$ cat config.mk
export PLATFORM = sky130hd
export DESIGN_NAME = keypad_scan_ctrl
export DESIGN_NICKNAME = d
export VERILOG_FILES = /design/src/rtl/keypad_pkg.sv /design/src/rtl/keypad_scan_ctrl_tick_gen.sv /design/src/rtl/keypad_scan_ctrl.sv
export SDC_FILE = /design/constraint.sdc
export NUM_CORES = 1
export LEC_CHECK = 0
export BUFFER_PORTS_ARGS = -buffer_cell sky130_fd_sc_hd__clkbuf_2
export CAP_MARGIN = 20
export CORE_ASPECT_RATIO = 0.75
export CORE_MARGIN = 2
export CORE_UTILIZATION = 30
export DETAILED_ROUTE_END_ITERATION = 16
export GPL_TIMING_DRIVEN = 1
export PLACE_DENSITY = 0.54
export SETUP_SLACK_MARGIN = 0.4
export SYNTH_ARGS = -nofsm -noshare
export SYNTH_HDL_FRONTEND = slang
export SYNTH_SLANG_ARGS = --single-unit
$ cat constraint.sdc
create_clock -name clk -period 2.9 [get_ports clk]
set_input_delay 0.58 -clock clk [delete_from_list [all_inputs] [get_ports clk]]
set_output_delay 0.58 -clock clk [all_outputs]
set_load 0.05 [all_outputs]
$ cat src/rtl/keypad_pkg.sv
// keypad_pkg: shared state type, matrix sizes and the column decode helper
// used by the keypad scan controller.
package keypad_pkg;

    localparam int KEY_W = 4;
    localparam int ROWS  = 4;
    localparam int COLS  = 4;

    typedef enum logic [1:0] {
        SCAN     = 2'd0,
        DEBOUNCE = 2'd1,
        PRESSED  = 2'd2,
        RELEASE  = 2'd3
    } state_t;

    typedef struct packed {
        logic       single;
        logic [1:0] idx;
    } col_info_t;

    // Columns are active-low; "single" is set only when exactly one column is pulled low.
    function automatic col_info_t col_onehot_to_idx(input logic [COLS-1:0] col_n);
        col_info_t       info;
        logic [COLS-1:0] low;
        low         = ~col_n;
        info.single = ($countones(low) == 1);
        info.idx    = 2'd0;
        for (int c = 0; c < COLS; c++) begin
            if (low[c]) begin
                info.idx = 2'(c);
            end
        end
        return info;
    endfunction

endpackage

$ cat src/rtl/keypad_scan_ctrl_tick_gen.sv
// scan_tick_gen: free-running divider that raises tick for one clk cycle
// every SCAN_DIV cycles, marking the end of a row dwell.
module scan_tick_gen #(
    parameter int SCAN_DIV = 1000
) (
    input  logic clk,
    input  logic rst,
    output logic tick
);
    import keypad_pkg::*;

    localparam int                CNT_W    = (SCAN_DIV > 2) ? $clog2(SCAN_DIV) : 1;
    localparam logic [CNT_W-1:0]  CNT_LAST = CNT_W'(SCAN_DIV - 1);

    logic [CNT_W-1:0] cnt_q;
    logic [CNT_W-1:0] cnt_d;

    always_comb begin
        cnt_d = (cnt_q == CNT_LAST) ? '0 : cnt_q + CNT_W'(1);
    end

    assign tick = (cnt_q == CNT_LAST);

    always_ff @(posedge clk) begin
        if (rst) begin
            cnt_q <= '0;
        end else begin
            cnt_q <= cnt_d;
        end
    end

endmodule

$ cat src/rtl/keypad_scan_ctrl.sv
// keypad_scan_ctrl: 4x4 matrix keypad scanner with press/release debounce.
// Defining KEYPAD_REPEAT_EN adds auto-repeat of key_valid while a key is held.
module keypad_scan_ctrl #(
    parameter int SCAN_DIV     = 1000,
    parameter int DEBOUNCE_CNT = 4,
    parameter int REPEAT_DELAY = 250,
    parameter int REPEAT_RATE  = 50
) (
    input  logic       clk,
    input  logic       rst,
    input  logic [3:0] col_in,
    output logic [3:0] row_out,
    output logic [3:0] key_code,
    output logic       key_valid,
    output logic       key_down
);
    import keypad_pkg::*;

    localparam int               DEB_W    = $clog2(DEBOUNCE_CNT + 1);
    localparam logic [DEB_W-1:0] DEB_LAST = DEB_W'(DEBOUNCE_CNT);

    if (SCAN_DIV < 2 || DEBOUNCE_CNT < 2 || REPEAT_DELAY < 1 || REPEAT_RATE < 1) begin : g_param_check
        $error("keypad_scan_ctrl: illegal parameter value");
    end

    state_t           state_q, state_d;
    logic [1:0]       row_idx_q, row_idx_d;
    logic [1:0]       col_idx_q, col_idx_d;
    logic [DEB_W-1:0] deb_cnt_q, deb_cnt_d;
    logic [KEY_W-1:0] key_code_q, key_code_d;
    logic             key_valid_q, key_valid_d;
    logic             key_down_q, key_down_d;
    logic [ROWS-1:0]  row_out_q, row_out_d;
    logic             tick;
    col_info_t        col_info;
    logic             col_match;
    logic             lat_col_high;

`ifdef KEYPAD_REPEAT_EN
    localparam int               REP_W     = $clog2(((REPEAT_DELAY > REPEAT_RATE) ? REPEAT_DELAY : REPEAT_RATE) + 1);
    localparam logic [REP_W-1:0] REP_DELAY = REP_W'(REPEAT_DELAY);
    localparam logic [REP_W-1:0] REP_RATE  = REP_W'(REPEAT_RATE);

    logic [REP_W-1:0] rep_cnt_q, rep_cnt_d;
    logic             rep_armed_q, rep_armed_d;
`endif

    scan_tick_gen #(
        .SCAN_DIV (SCAN_DIV)
    ) u_tick_gen (
        .clk  (clk),
        .rst  (rst),
        .tick (tick)
    );

    assign col_info     = col_onehot_to_idx(col_in);
    assign col_match    = (col_in == ~(4'b0001 << col_idx_q));
    assign lat_col_high = col_in[col_idx_q];

    // The row index only moves on SCAN ticks and on leaving DEBOUNCE/RELEASE,
    // so the driven row stays frozen while a key is being tracked.
    always_comb begin
        state_d     = state_q;
        row_idx_d   = row_idx_q;
        col_idx_d   = col_idx_q;
        deb_cnt_d   = deb_cnt_q;
        key_code_d  = key_code_q;
        key_valid_d = 1'b0;
        key_down_d  = key_down_q;
`ifdef KEYPAD_REPEAT_EN
        rep_cnt_d   = rep_cnt_q;
        rep_armed_d = rep_armed_q;
`endif
        if (tick) begin
            case (state_q)
                SCAN: begin
                    if (col_info.single) begin
                        col_idx_d = col_info.idx;
                        deb_cnt_d = DEB_W'(1);
                        state_d   = DEBOUNCE;
                    end else begin
                        row_idx_d = row_idx_q + 2'd1;
                    end
                end
                DEBOUNCE: begin
                    if (!col_match) begin
                        state_d   = SCAN;
                        deb_cnt_d = '0;
                        row_idx_d = row_idx_q + 2'd1;
                    end else if (deb_cnt_q + DEB_W'(1) == DEB_LAST) begin
                        state_d     = PRESSED;
                        deb_cnt_d   = '0;
                        key_code_d  = {row_idx_q, col_idx_q};
                        key_valid_d = 1'b1;
                        key_down_d  = 1'b1;
`ifdef KEYPAD_REPEAT_EN
                        rep_cnt_d   = '0;
                        rep_armed_d = 1'b0;
`endif
                    end else begin
                        deb_cnt_d = deb_cnt_q + DEB_W'(1);
                    end
                end
                PRESSED: begin
                    if (lat_col_high) begin
                        state_d   = RELEASE;
                        deb_cnt_d = DEB_W'(1);
                    end else begin
`ifdef KEYPAD_REPEAT_EN
                        // First repeat after REPEAT_DELAY held ticks, then every REPEAT_RATE.
                        if (rep_cnt_q + REP_W'(1) == (rep_armed_q ? REP_RATE : REP_DELAY)) begin
                            key_valid_d = 1'b1;
                            rep_cnt_d   = '0;
                            rep_armed_d = 1'b1;
                        end else begin
                            rep_cnt_d = rep_cnt_q + REP_W'(1);
                        end
`endif
                    end
                end
                RELEASE: begin
                    if (!lat_col_high) begin
                        state_d   = PRESSED;
                        deb_cnt_d = '0;
                    end else if (deb_cnt_q + DEB_W'(1) == DEB_LAST) begin
                        state_d    = SCAN;
                        deb_cnt_d  = '0;
                        key_down_d = 1'b0;
                        row_idx_d  = row_idx_q + 2'd1;
                    end else begin
                        deb_cnt_d = deb_cnt_q + DEB_W'(1);
                    end
                end
                default: begin
                    state_d = SCAN;
                end
            endcase
        end
        row_out_d = ~(4'b0001 << row_idx_d);
    end

    always_ff @(posedge clk) begin
        if (rst) begin
            state_q     <= SCAN;
            row_idx_q   <= 2'd0;
            col_idx_q   <= 2'd0;
            deb_cnt_q   <= '0;
            key_code_q  <= '0;
            key_valid_q <= 1'b0;
            key_down_q  <= 1'b0;
            row_out_q   <= 4'b1110;
`ifdef KEYPAD_REPEAT_EN
            rep_cnt_q   <= '0;
            rep_armed_q <= 1'b0;
`endif
        end else begin
            state_q     <= state_d;
            row_idx_q   <= row_idx_d;
            col_idx_q   <= col_idx_d;
            deb_cnt_q   <= deb_cnt_d;
            key_code_q  <= key_code_d;
            key_valid_q <= key_valid_d;
            key_down_q  <= key_down_d;
            row_out_q   <= row_out_d;
`ifdef KEYPAD_REPEAT_EN
            rep_cnt_q   <= rep_cnt_d;
            rep_armed_q <= rep_armed_d;
`endif
        end
    end

    assign row_out   = row_out_q;
    assign key_code  = key_code_q;
    assign key_valid = key_valid_q;
    assign key_down  = key_down_q;

endmodule

==> metrics.md <==
| Metric | Value |
|---|---|
| Outcome | `complete, no violations` |
| CTS H-tree depth | `2` |
| Pwr/cell area | `445 nW/um^2` |
| Worst Hold End | `u_tick_gen.cnt_q[0]` |
| Sequential Area | `roughly 580 sq um` |
| WS Path Type | `primary input to flip-flop` |
| Final Core Density | `0.389` |
| Hold WS | `0.460 ns` |
| Buf+Inv Stages, Crit Path | `3` |
| Die ar. | `5620 sq um` |
| Initial antenna violation count | `0` |
| Congestion Overflow GR | `0` |
| Routability cong. | `0.764` |
| Final worst setup slack | `around 0.23 ns` |
| Fin nets | `208` |
| Crit end category | `flip-flop` |
| Most used DFF post-synth | `dfxtp_1` |
| Max Clock Skew | `0.00507 ns` |
| Die width | `85.9 um` |
| Count leader, synth | `dfxtp_1` |
| R2R Setup Slk | `0.46 ns` |
| Fill count | `slightly below 500` |
| Syn. warnings | `0` |
| CTS root buf | `clkbuf_8` |
| Reg2Reg Capture Point | `row_out[3]` |
| Post-route ant nets | `0` |
| FF-to-FF Start | `u_tick_gen.cnt_q[0]` |
| Final setup fails | `0` |
| Post-Syn Nets | `180` |
| Layout cells sized above 1 | `0.284` |
| CTS clk-pin slew, worst paths | `0.06 ns` |
| Number of flops mapped to enable cells by yosys | `0` |
| Max_slew headroom | `0.718` |
| Synth top area share | `0.384` |
| CP Cell Sequence | `buf_6 > fa_1 > inv_1 > ha_2 > ha_4 > nor3b_4 > nor3_2 > o21a_1 > o221ai_2 > a311oi_2 > buf_4 > or3_1` |
| Syn Inst Count | `168` |
| CTS Sinks | `29` |
| Count of final hold-check violations | `0` |
| Seq/Total Area, Yosys | `0.384` |
| CTS Buf Count | `5` |
| Global-route wire length before repair | `5.11 mm` |
| Vias in the first global route | `1107` |
| Number of diodes | `0` |
| Tmin final | `2.67 ns` |
| Post-synth top area cell | `dfxtp_1` |
| Hpwl dp | `~2.2 mm` |
| Multi-input logic area | `921 sq um` |
| Via density | `roughly 4.9` |
| WL/cell | `11.8 um` |
| Synth cell types | `46` |
| Worst hold path startpoint | `u_tick_gen.cnt_q[0]` |
| CTS max path bufs | `2` |
| Synth async-reset ratio | `0` |
| DRC viols | `0` |
| Netlist Area Pre-Place | `roughly 1500 sq um` |
| Startpoint class of the critical path | `primary input` |
| Final Cycle Share | `0.919` |
| CP peak stage delay | `0.52 ns` |
| Die height | `between 60 and 70 um` |
| CP max stage cell | `fa_1` |
| Setup tns final | `0 ns` |
| Vias | `1260` |
| LEAKAGE | `~0.72 nW` |
| Row count | `22` |
| # Max-Cap Violations | `0` |
| Crit path DAT | `approximately 2.8 ns` |
| Pre-Repair DR Iteration Count | `4` |
| Inst Count DP | `245` |
| Core ar. | `a little under 5000 sq um` |
| Setup slack at placement | `-0.0929 ns` |
| Hold Path Class | `flip-flop to flip-flop` |
| Finished Layout Cells | `257` |
| CTS Hold Buffers Added | `0` |
| Synth area leaders | `dfxtp_1 38%, nor2_1 5.5%, ha_1 4.1%` |
| Worst VDD drop | `182 uV` |
| Maximum fanout along the worst path | `5` |
| CP Data Required Time | `3.06 ns` |
| Area Overhead vs Synth | `25.4%` |
| Worst Reg-to-Reg Cells | `7` |
| Syn avg cell area | `between 8 and 9 sq um` |
| Hold Path Depth | `1` |
| I/O pin count | `16` |
| Post-Route WL | `3.02 mm` |
| Synth cell count leaders | `29 x dfxtp_1, 22 x nor2_1, 11 x nand2_1, 9 x inv_1, 7 x a21oi_1` |
| Buffers on Ports | `15` |
| Clk_lat worst skew | `0.27 ns` |
| GRT Total Usage | `0.116` |
| Yosys reg bits | `29` |
| Cell family with most CP delay | `adder cells` |
| Initial Util | `0.310` |
| Fin. max-slew vios | `0` |
| CTS tree | `built` |
| RSZ-0062 raised after global routing | `true` |
| Initial DRC Count | `52` |
| FMAX | `375 MHz` |
| Worst Tran Pin Value | `0.423 ns` |
| Largest net degree at the start of global routing | `22` |
## cell usage in the layout, fill, tap and decap left out, drive strengths merged, types with 2 or more instances in the layout
master / count
a21oi: 7
a311oi: 3
and4: 2
buf: 14
clkbuf: 21
dfxtp: 29
ha: 5
inv: 9
mux2i: 4
nand2: 11
nand2b: 5
nand3: 6
nand3b: 4
nand4: 2
nor2: 23
nor2b: 2
nor3: 3
nor3b: 3
nor4: 2
o211ai: 2
o21a: 3
o21ai: 6
o221ai: 2
or3: 3
or3b: 2
or4: 3
xnor2: 3
xor2: 5
## sequential cells by signal, summed over array words and instances (netlist names)
signal / count
u_tick_gen.cnt_q: 10
key_code: 4
row_out: 4
deb_cnt_q: 3
col_idx_q: 2
row_idx_q: 2
state_q: 2
key_down: 1
key_valid: 1
## routing by layer
layer | vias to the layer above | wire length, um | global-route usage
met5 | - | 0 | 0
li1 | 656 | - | -
met3 | 2 | 149 | 0.0540
met2 | 20 | 1250 | 0.163
met4 | 0 | 19 | 0.0298
met1 | 582 | 1610 | 0.159
## cells by family (layout without fill, tap and decap cells)
group / Yosys count / in the layout / share of synthesized area
fa+ha+maj: 6 / 6 / 0.0547
buf+inv: 16 / 45 / 0.0447
xor+xnor: 8 / 8 / 0.0464
compound gates: 31 / 31 / 0.162
flops: 29 / 29 / 0.384
mux: 5 / 5 / 0.0439
simple gates: 73 / 73 / 0.264
## worst reg2reg max path: stages, from the launching register on
cell and delay (ns):
dfxtp_1 0.37, ha_1 0.24, nand3b_1 0.12, or4_1 0.55, nor4_1 0.36, a21oi_1 0.11, o221a_2 0.28, or3_1 0.30
## power breakdown
part | switching [mW] | total, mW | internal, mW | leakage [nW]
Clock | 0.144 | 0.358 | 0.214 | 0.0542
Sequential | 0.00328 | 0.405 | 0.402 | 0.234
Combinational | 0.0377 | 0.0793 | 0.0416 | 0.430
## area by class of cell
type	instances	share of cell area
clock buffers	7	0.0509
clock inverters	1	0.00264
inverters	9	0.0178
multi-input cells	123	0.486
flip-flops and latches	29	0.306
well taps	60	0.0396
repair buffers	28	0.0964
## how the worst max path moves through the flow
stage	end	startpoint	depth (start not counted)
final	row_out[3]	col_in[0]	12
after global routing	row_out[3]	col_in[0]	12
after CTS	row_out[3]	col_in[0]	12
after detailed placement	row_out[0]	col_in[0]	11
after global placement	row_out[0]	col_in[0]	11
after floorplan	row_out[1]	col_in[0]	10
## repair_timing
action,in CTS,in global routing
setup buffers,1,3
pin swaps,9,8
resized for setup,1,8
endpoints found under the setup margin,5,12
gates cloned,0,0
## metrics by stage
stage / total power, mW / cell area [sq um]
6_report: 0.843 / 1890
5_1_grt: 0.885 / 1890
4_1_cts: 0.847 / 1850
3_5_place_dp: 0.484 / 1730
3_3_place_gp: 0.483 / 1730
2_1_floorplan: 0.458 / 1550
Note: power is estimated with default switching activity, not from simulation.
